**src/rtl/dh_pkg.sv**
```systemverilog
// dh_pkg: shared state encoding, default widths and key-to-keystream replication.
package dh_pkg;
  typedef enum logic [2:0] {IDLE, GEN_PUB, WAIT_PEER, GEN_KEY, READY} state_t;
  localparam int DEF_KW = 8;
  localparam int DEF_MW = 64;
  localparam int KMAX = 256;
  localparam int MMAX = 1024;
  function automatic logic [MMAX-1:0] rep_key(input logic [KMAX-1:0] k, input int kw);
    logic [MMAX-1:0] r;
    r = '0;
    for (int i = 0; i < MMAX; i++) r[i] = k[i % kw];
    return r;
  endfunction
endpackage

```
**src/rtl/modexp.sv**
```systemverilog
// modexp: right-to-left square-and-multiply, one exponent bit per cycle, rdy W+1 cycles after start.
module modexp #(
  parameter int W = 8
) (
  input  logic         clk,
  input  logic         rst,
  input  logic         ena,
  input  logic         start,
  input  logic [W-1:0] base,
  input  logic [W-1:0] exp,
  input  logic [W-1:0] mod,
  output logic [W-1:0] res,
  output logic         rdy
);
  localparam int CW = $clog2(W + 1);
  logic [W-1:0] b, e, m;
  logic [CW-1:0] cnt;
  logic run;
  function automatic logic [W-1:0] mulmod(input logic [W-1:0] x, input logic [W-1:0] y, input logic [W-1:0] md);
    return W'(({{W{1'b0}}, x} * {{W{1'b0}}, y}) % {{W{1'b0}}, md});
  endfunction
  always_ff @(posedge clk) begin
    if (rst) begin
      res <= '0;
      b <= '0;
      e <= '0;
      m <= '0;
      cnt <= '0;
      run <= 1'b0;
      rdy <= 1'b0;
    end else if (ena) begin
      rdy <= 1'b0;
      if (start) begin
        res <= W'(1);
        b <= base % mod;
        e <= exp;
        m <= mod;
        cnt <= CW'(W);
        run <= 1'b1;
      end else if (run) begin
        if (cnt != '0) begin
          if (e[0]) res <= mulmod(res, b, m);
          b <= mulmod(b, b, m);
          e <= e >> 1;
          cnt <= cnt - 1'b1;
        end else begin
          rdy <= 1'b1;
          run <= 1'b0;
        end
      end
    end
  end
endmodule

```
**src/rtl/dh_session_endpoint.sv**
```systemverilog
// dh_session_endpoint: one Diffie-Hellman exchange on a shared exponentiator, then XOR message streaming.
import dh_pkg::*;
module dh_session_endpoint #(
  parameter int KW = DEF_KW,
  parameter int MW = DEF_MW,
  parameter int TIMEOUT = 1024
) (
  input  logic          clk,
  input  logic          rst,
  input  logic          ena,
  input  logic          start,
  input  logic [KW-1:0] secret,
  input  logic [KW-1:0] g,
  input  logic [KW-1:0] p,
  output logic [KW-1:0] pub_out,
  output logic          pub_valid,
  input  logic [KW-1:0] peer_pub,
  input  logic          peer_valid,
  input  logic [MW-1:0] msg_in,
  input  logic          msg_valid,
  output logic          msg_ready,
  output logic [MW-1:0] ct_out,
  output logic          ct_valid,
  input  logic          close,
  output logic          busy,
  output logic          timeout_err,
  output logic          cfg_err
);
  state_t state;
  logic [KW-1:0] sec_r, p_r, peer_r, key;
  logic peer_have;
  logic [31:0] cnt;
  logic launch_pub, launch_key, mx_rdy;
  logic [KW-1:0] mx_base, mx_exp, mx_mod, mx_res;
  logic [MW-1:0] ks;
  assign launch_pub = state == IDLE && start && p > KW'(1);
  assign launch_key = state == WAIT_PEER && (peer_have || peer_valid);
  // the exponentiator loads straight from the ports on start so pub lands KW+2 cycles later
  assign mx_base = launch_pub ? g : (peer_have ? peer_r : peer_pub);
  assign mx_exp = launch_pub ? secret : sec_r;
  assign mx_mod = launch_pub ? p : p_r;
  assign ks = MW'(rep_key(KMAX'(key), KW));
  assign busy = state != IDLE;
  assign msg_ready = state == READY;
  modexp #(.W(KW)) u_modexp (
    .clk(clk), .rst(rst), .ena(ena), .start(launch_pub || launch_key),
    .base(mx_base), .exp(mx_exp), .mod(mx_mod), .res(mx_res), .rdy(mx_rdy)
  );
  always_ff @(posedge clk) begin
    if (rst) begin
      state <= IDLE;
      sec_r <= '0;
      p_r <= '0;
      peer_r <= '0;
      key <= '0;
      peer_have <= 1'b0;
      cnt <= '0;
      pub_out <= '0;
      pub_valid <= 1'b0;
      ct_out <= '0;
      ct_valid <= 1'b0;
      timeout_err <= 1'b0;
      cfg_err <= 1'b0;
    end else if (ena) begin
      ct_valid <= 1'b0;
      timeout_err <= 1'b0;
      cfg_err <= 1'b0;
      if (state != IDLE && peer_valid && !peer_have) begin
        peer_have <= 1'b1;
        peer_r <= peer_pub;
      end
      case (state)
        IDLE: begin
          peer_have <= 1'b0;
          cnt <= '0;
          if (launch_pub) begin
            sec_r <= secret;
            p_r <= p;
            state <= GEN_PUB;
          end else if (start) cfg_err <= 1'b1;
        end
        GEN_PUB: if (mx_rdy) begin
          pub_out <= mx_res;
          pub_valid <= 1'b1;
          state <= WAIT_PEER;
        end
        WAIT_PEER: begin
          if (launch_key) state <= GEN_KEY;
          else if (TIMEOUT != 0 && cnt == 32'(TIMEOUT - 1)) begin
            timeout_err <= 1'b1;
            pub_valid <= 1'b0;
            pub_out <= '0;
            state <= IDLE;
          end else cnt <= cnt + 1'b1;
        end
        GEN_KEY: if (mx_rdy) begin
          key <= mx_res;
          state <= READY;
        end
        READY: begin
          if (msg_valid) begin
            ct_out <= msg_in ^ ks;
            ct_valid <= 1'b1;
          end
          if (close) begin
            state <= IDLE;
            key <= '0;
            pub_out <= '0;
            pub_valid <= 1'b0;
            peer_have <= 1'b0;
            peer_r <= '0;
          end
        end
        default: state <= IDLE;
      endcase
    end
  end
endmodule

```
**config.mk**
```make
export PLATFORM = sky130hd
export DESIGN_NAME = dh_session_endpoint
export DESIGN_NICKNAME = d
export VERILOG_FILES = /design/src/rtl/dh_pkg.sv /design/src/rtl/modexp.sv /design/src/rtl/dh_session_endpoint.sv
export SDC_FILE = /design/constraint.sdc
export NUM_CORES = 1
export LEC_CHECK = 0
export BUFFER_PORTS_ARGS = -buffer_cell sky130_fd_sc_hd__buf_2
export CAP_MARGIN = 20
export CORE_MARGIN = 1.5
export CORE_UTILIZATION = 45
export DETAILED_ROUTE_END_ITERATION = 10
export GPL_TIMING_DRIVEN = 0
export MAX_ROUTING_LAYER = met4
export PLACE_DENSITY_LB_ADDON = 0.12
export SLEW_MARGIN = 20
export SYNTH_ARGS = -nofsm -noshare
export SYNTH_HDL_FRONTEND = slang
export SYNTH_SLANG_ARGS = --single-unit
```
**constraint.sdc**
```tcl
create_clock -name clk -period 85.3 [get_ports clk]
set_input_delay 25.59 -clock clk [delete_from_list [all_inputs] [get_ports clk]]
set_output_delay 25.59 -clock clk [all_outputs]
set_load 0.01 [all_outputs]
```
==> flow_summary.ini <==
[logic_synthesis]
synth_seq_cells = 182
synth_top_area_frac = 0.155
syn_inst = 3225
async_reset_ff_frac = 0
synth_area_sq_mm = 0.0249
ys_seq_area_frac = 0.146
yosysWarnings = 0
syn_avg_cell_area_sq_um = 7.72
synth.area.top_cells = ha_1 15%, dfxtp_1 15%, nor2_1 5.8%
ys.flop_type = dfxtp_1
syn_nets = 3701
synth_edf_count = 0
ys_types = 105
yosysTopAreaCell = ha_1

[routing]
drc_errors = 0
first_pass_iters = 5
drt-total-wl_um = 75100
wl_per_cell_um = 18.1
routed-via-count = 24600
drtIter0Drc = 1474
via_per_inst = 5.93
antenna_left = 0

[clock_tree]
root_buffer = clkbuf_16
clock-sinks = 182
numCtsBuffers = 17
clock_path_buffers = 2
htree_levels = 4
cts_tree = built
cts.clk_slew.worst_paths_ns = 0.07
cts_resized = 0
clkLatencyLatePin_ns = 0.44
postCtsSetupRepairBufs = 0
postCtsHoldBufs = 0

[global_routing]
grt_pass1_vias = 23700
grt.total_usage = 0.267
overflow = 0
antenna_found_initial = 0
grt_max_degree = 33
grt_first_pass_wirelength_um = 122000

[floorplan]
rows = 86
die_x_um = 238
die_y_um = 238
ios = 181
die-area_sq_mm = 0.0567
core_area_sq_mm = 0.0549
initial_utilization = 0.454

[layout]
fin_nets = 3904
multi_input_area_sq_mm = 0.0201
fillCellCount = 5420
drive_above_1_share = 0.106
diodes = 0
final_area_sq_mm = 0.0274
area_growth_pct = 9.93
seqCellArea_sq_mm = 0.00364

[setup_path]
critPathLaunch = start
critPathLaunchType = input port
cpMostUsedCell = o21a_1
endpoint_kind = flop
cp_max_fo = 10
crit-reg2reg-launch = u_modexp.b[6]
cp_slowest_stage_delay_ns = 0.85
cpMaxStageDelayCell = a21oi_1
critPathKind = input port to flop
arrival_ns = 41.72
critPathRequiredTime_ns = 85.58

[sta]
fin_crit_ns = 41.44
finalCritPeriodShare = 0.486
finClkSkew_ns = 0.00726
hold_violations = 0
rsz0062_at_grt = no
max_clock_freq_mhz = 24.1
final-max-slew-violation-count = 0
setup_tns_ns = 0
worst_slew_pin_slew_ns = 1.13
slew-limit-headroom = 0.248
setup_viol = 0
whs_ns = 0.478

[min_path]
hold_path.startpoint = timeout_err
min_path_type = flop to flop

[outcome]
outcome = complete, no violations

[placed_design]
place_congestion = 0.911
place_area_sq_mm = 0.0268
io_buffer_count = 180
dp_hpwl_um = 60000

[run]
cap_violations = 0
-- final timing paths --
| check | end | slack (ns) | cells past startpoint |
|---|---|---|---|
| worst min register to register | timeout_err | 0.48 | 2 |
| worst max register to register | u_modexp.b[1] | 44.14 | 166 |
| worst max-delay path | u_modexp.b[1] | 43.86 | 65 |
| worst min-delay path | timeout_err | 0.48 | 2 |
-- Yosys cell counts (all sizes together) (24+ instances only) --
master and number:
o211ai 31, nand4 24, inv 172, xnor2 139, dfxtp 182, a21o 65
nor2b 35, nand2 213, o21a 117, ha 308, mux2 60, o31ai 38
nand2b 45, a211oi 123, nor2 384, fa 65, and3 25, nand3 71
nor3 123, clkbuf 92, o21ai 147, or3 26, a21oi 222, or2 26
xor2 64, mux2i 74, and2 83
-- cell usage in the layout (no fill, tap or decap), types with 25 or more instances in the layout --
| cell type | count |
|---|---|
| a211oi_1 | 119 |
| mux2i_1 | 68 |
| nand3_1 | 68 |
| xor2_1 | 64 |
| o31ai_1 | 35 |
| o21a_1 | 117 |
| o211ai_1 | 31 |
| and3_1 | 25 |
| a21o_1 | 65 |
| dfxtp_1 | 182 |
| inv_1 | 164 |
| or3_1 | 26 |
| mux2_2 | 59 |
| nand2_1 | 211 |
| and2_1 | 83 |
| clkbuf_1 | 94 |
| a21oi_1 | 220 |
| fa_1 | 65 |
| xnor2_1 | 139 |
| buf_2 | 184 |
| o21ai_0 | 140 |
| nor3_1 | 121 |
| nor2_1 | 383 |
| nand2b_1 | 45 |
| ha_1 | 308 |
| nor2b_1 | 35 |
-- state kept, by name (all words and copies together), names as in the netlist, named ones only --
| signal | cells |
|---|---|
| cnt | 32 |
| p_r | 8 |
| u_modexp.run | 1 |
| u_modexp.cnt | 4 |
| peer_r | 8 |
| pub_out | 8 |
| u_modexp.res | 8 |
| peer_have | 1 |
| sec_r | 8 |
| ct_out | 64 |
| timeout_err | 1 |
| cfg_err | 1 |
| state | 3 |
| u_modexp.m | 8 |
| u_modexp.b | 7 |
| u_modexp.e | 8 |
| ct_valid | 1 |
| u_modexp.rdy | 1 |
| key | 8 |
| pub_valid | 1 |
-- cells by family (layout without fill, tap and decap cells) --
group / Yosys count / in the layout / synth area share
and+or+nand+nor: 1132 / 1132 / 0.223
xor gates and xnor gates: 203 / 203 / 0.0714
other: 2 / 2 / 0.000302
buffers and inverters: 287 / 501 / 0.0460
adders and majority gates: 374 / 374 / 0.208
DFF: 182 / 182 / 0.146
muxes: 134 / 134 / 0.0581
AOI/OAI and AO/OA: 911 / 911 / 0.247
-- cell type report --
| class | count | share of cell area |
|---|---|---|
| Buffer | 115 | 0.0182 |
| Timing Repair Buffer | 184 | 0.0348 |
| Sequential cell | 182 | 0.133 |
| Clock buffer | 22 | 0.0173 |
| Multi-Input combinational cell | 2756 | 0.736 |
| Inverter | 172 | 0.0236 |
| Clock inverter | 8 | 0.00453 |
| Tap cell | 704 | 0.0322 |
-- through the flow --
stage | std cells | utilization | setup slack, ns
6_report | 4143 | 0.499 | 43.86
4_1_cts | 4143 | 0.498 | 44.03
3_3_place_gp | 4109 | 0.486 | 43.88
3_5_place_dp | 4113 | 0.488 | 43.66
5_1_grt | 4143 | 0.499 | 40.66
2_1_floorplan | 3225 | - | 46.87
-- metal layers --
layer,track usage,vias to the layer above,wire (um),share of wire
li1,-,12100,-,-
met1,0.352,11800,35100,0.47
met2,0.448,561,35500,0.47
met3,0.0184,77,3080,0.041
met4,0.0600,0,1380,0.018
met5,-,-,0,0
-- worst max-delay path, delay by kind of cell --
family                     cells  cell delay, ns
adders and majority gates      8            2.46
muxes                          5            1.86
and+or+nand+nor                8            1.28
AOI/OAI and AO/OA             38            8.52
buffers and inverters          6            1.97
Power is not shown: default switching activity piles up to over one toggle a cycle in this logic, so the estimate is an artifact.
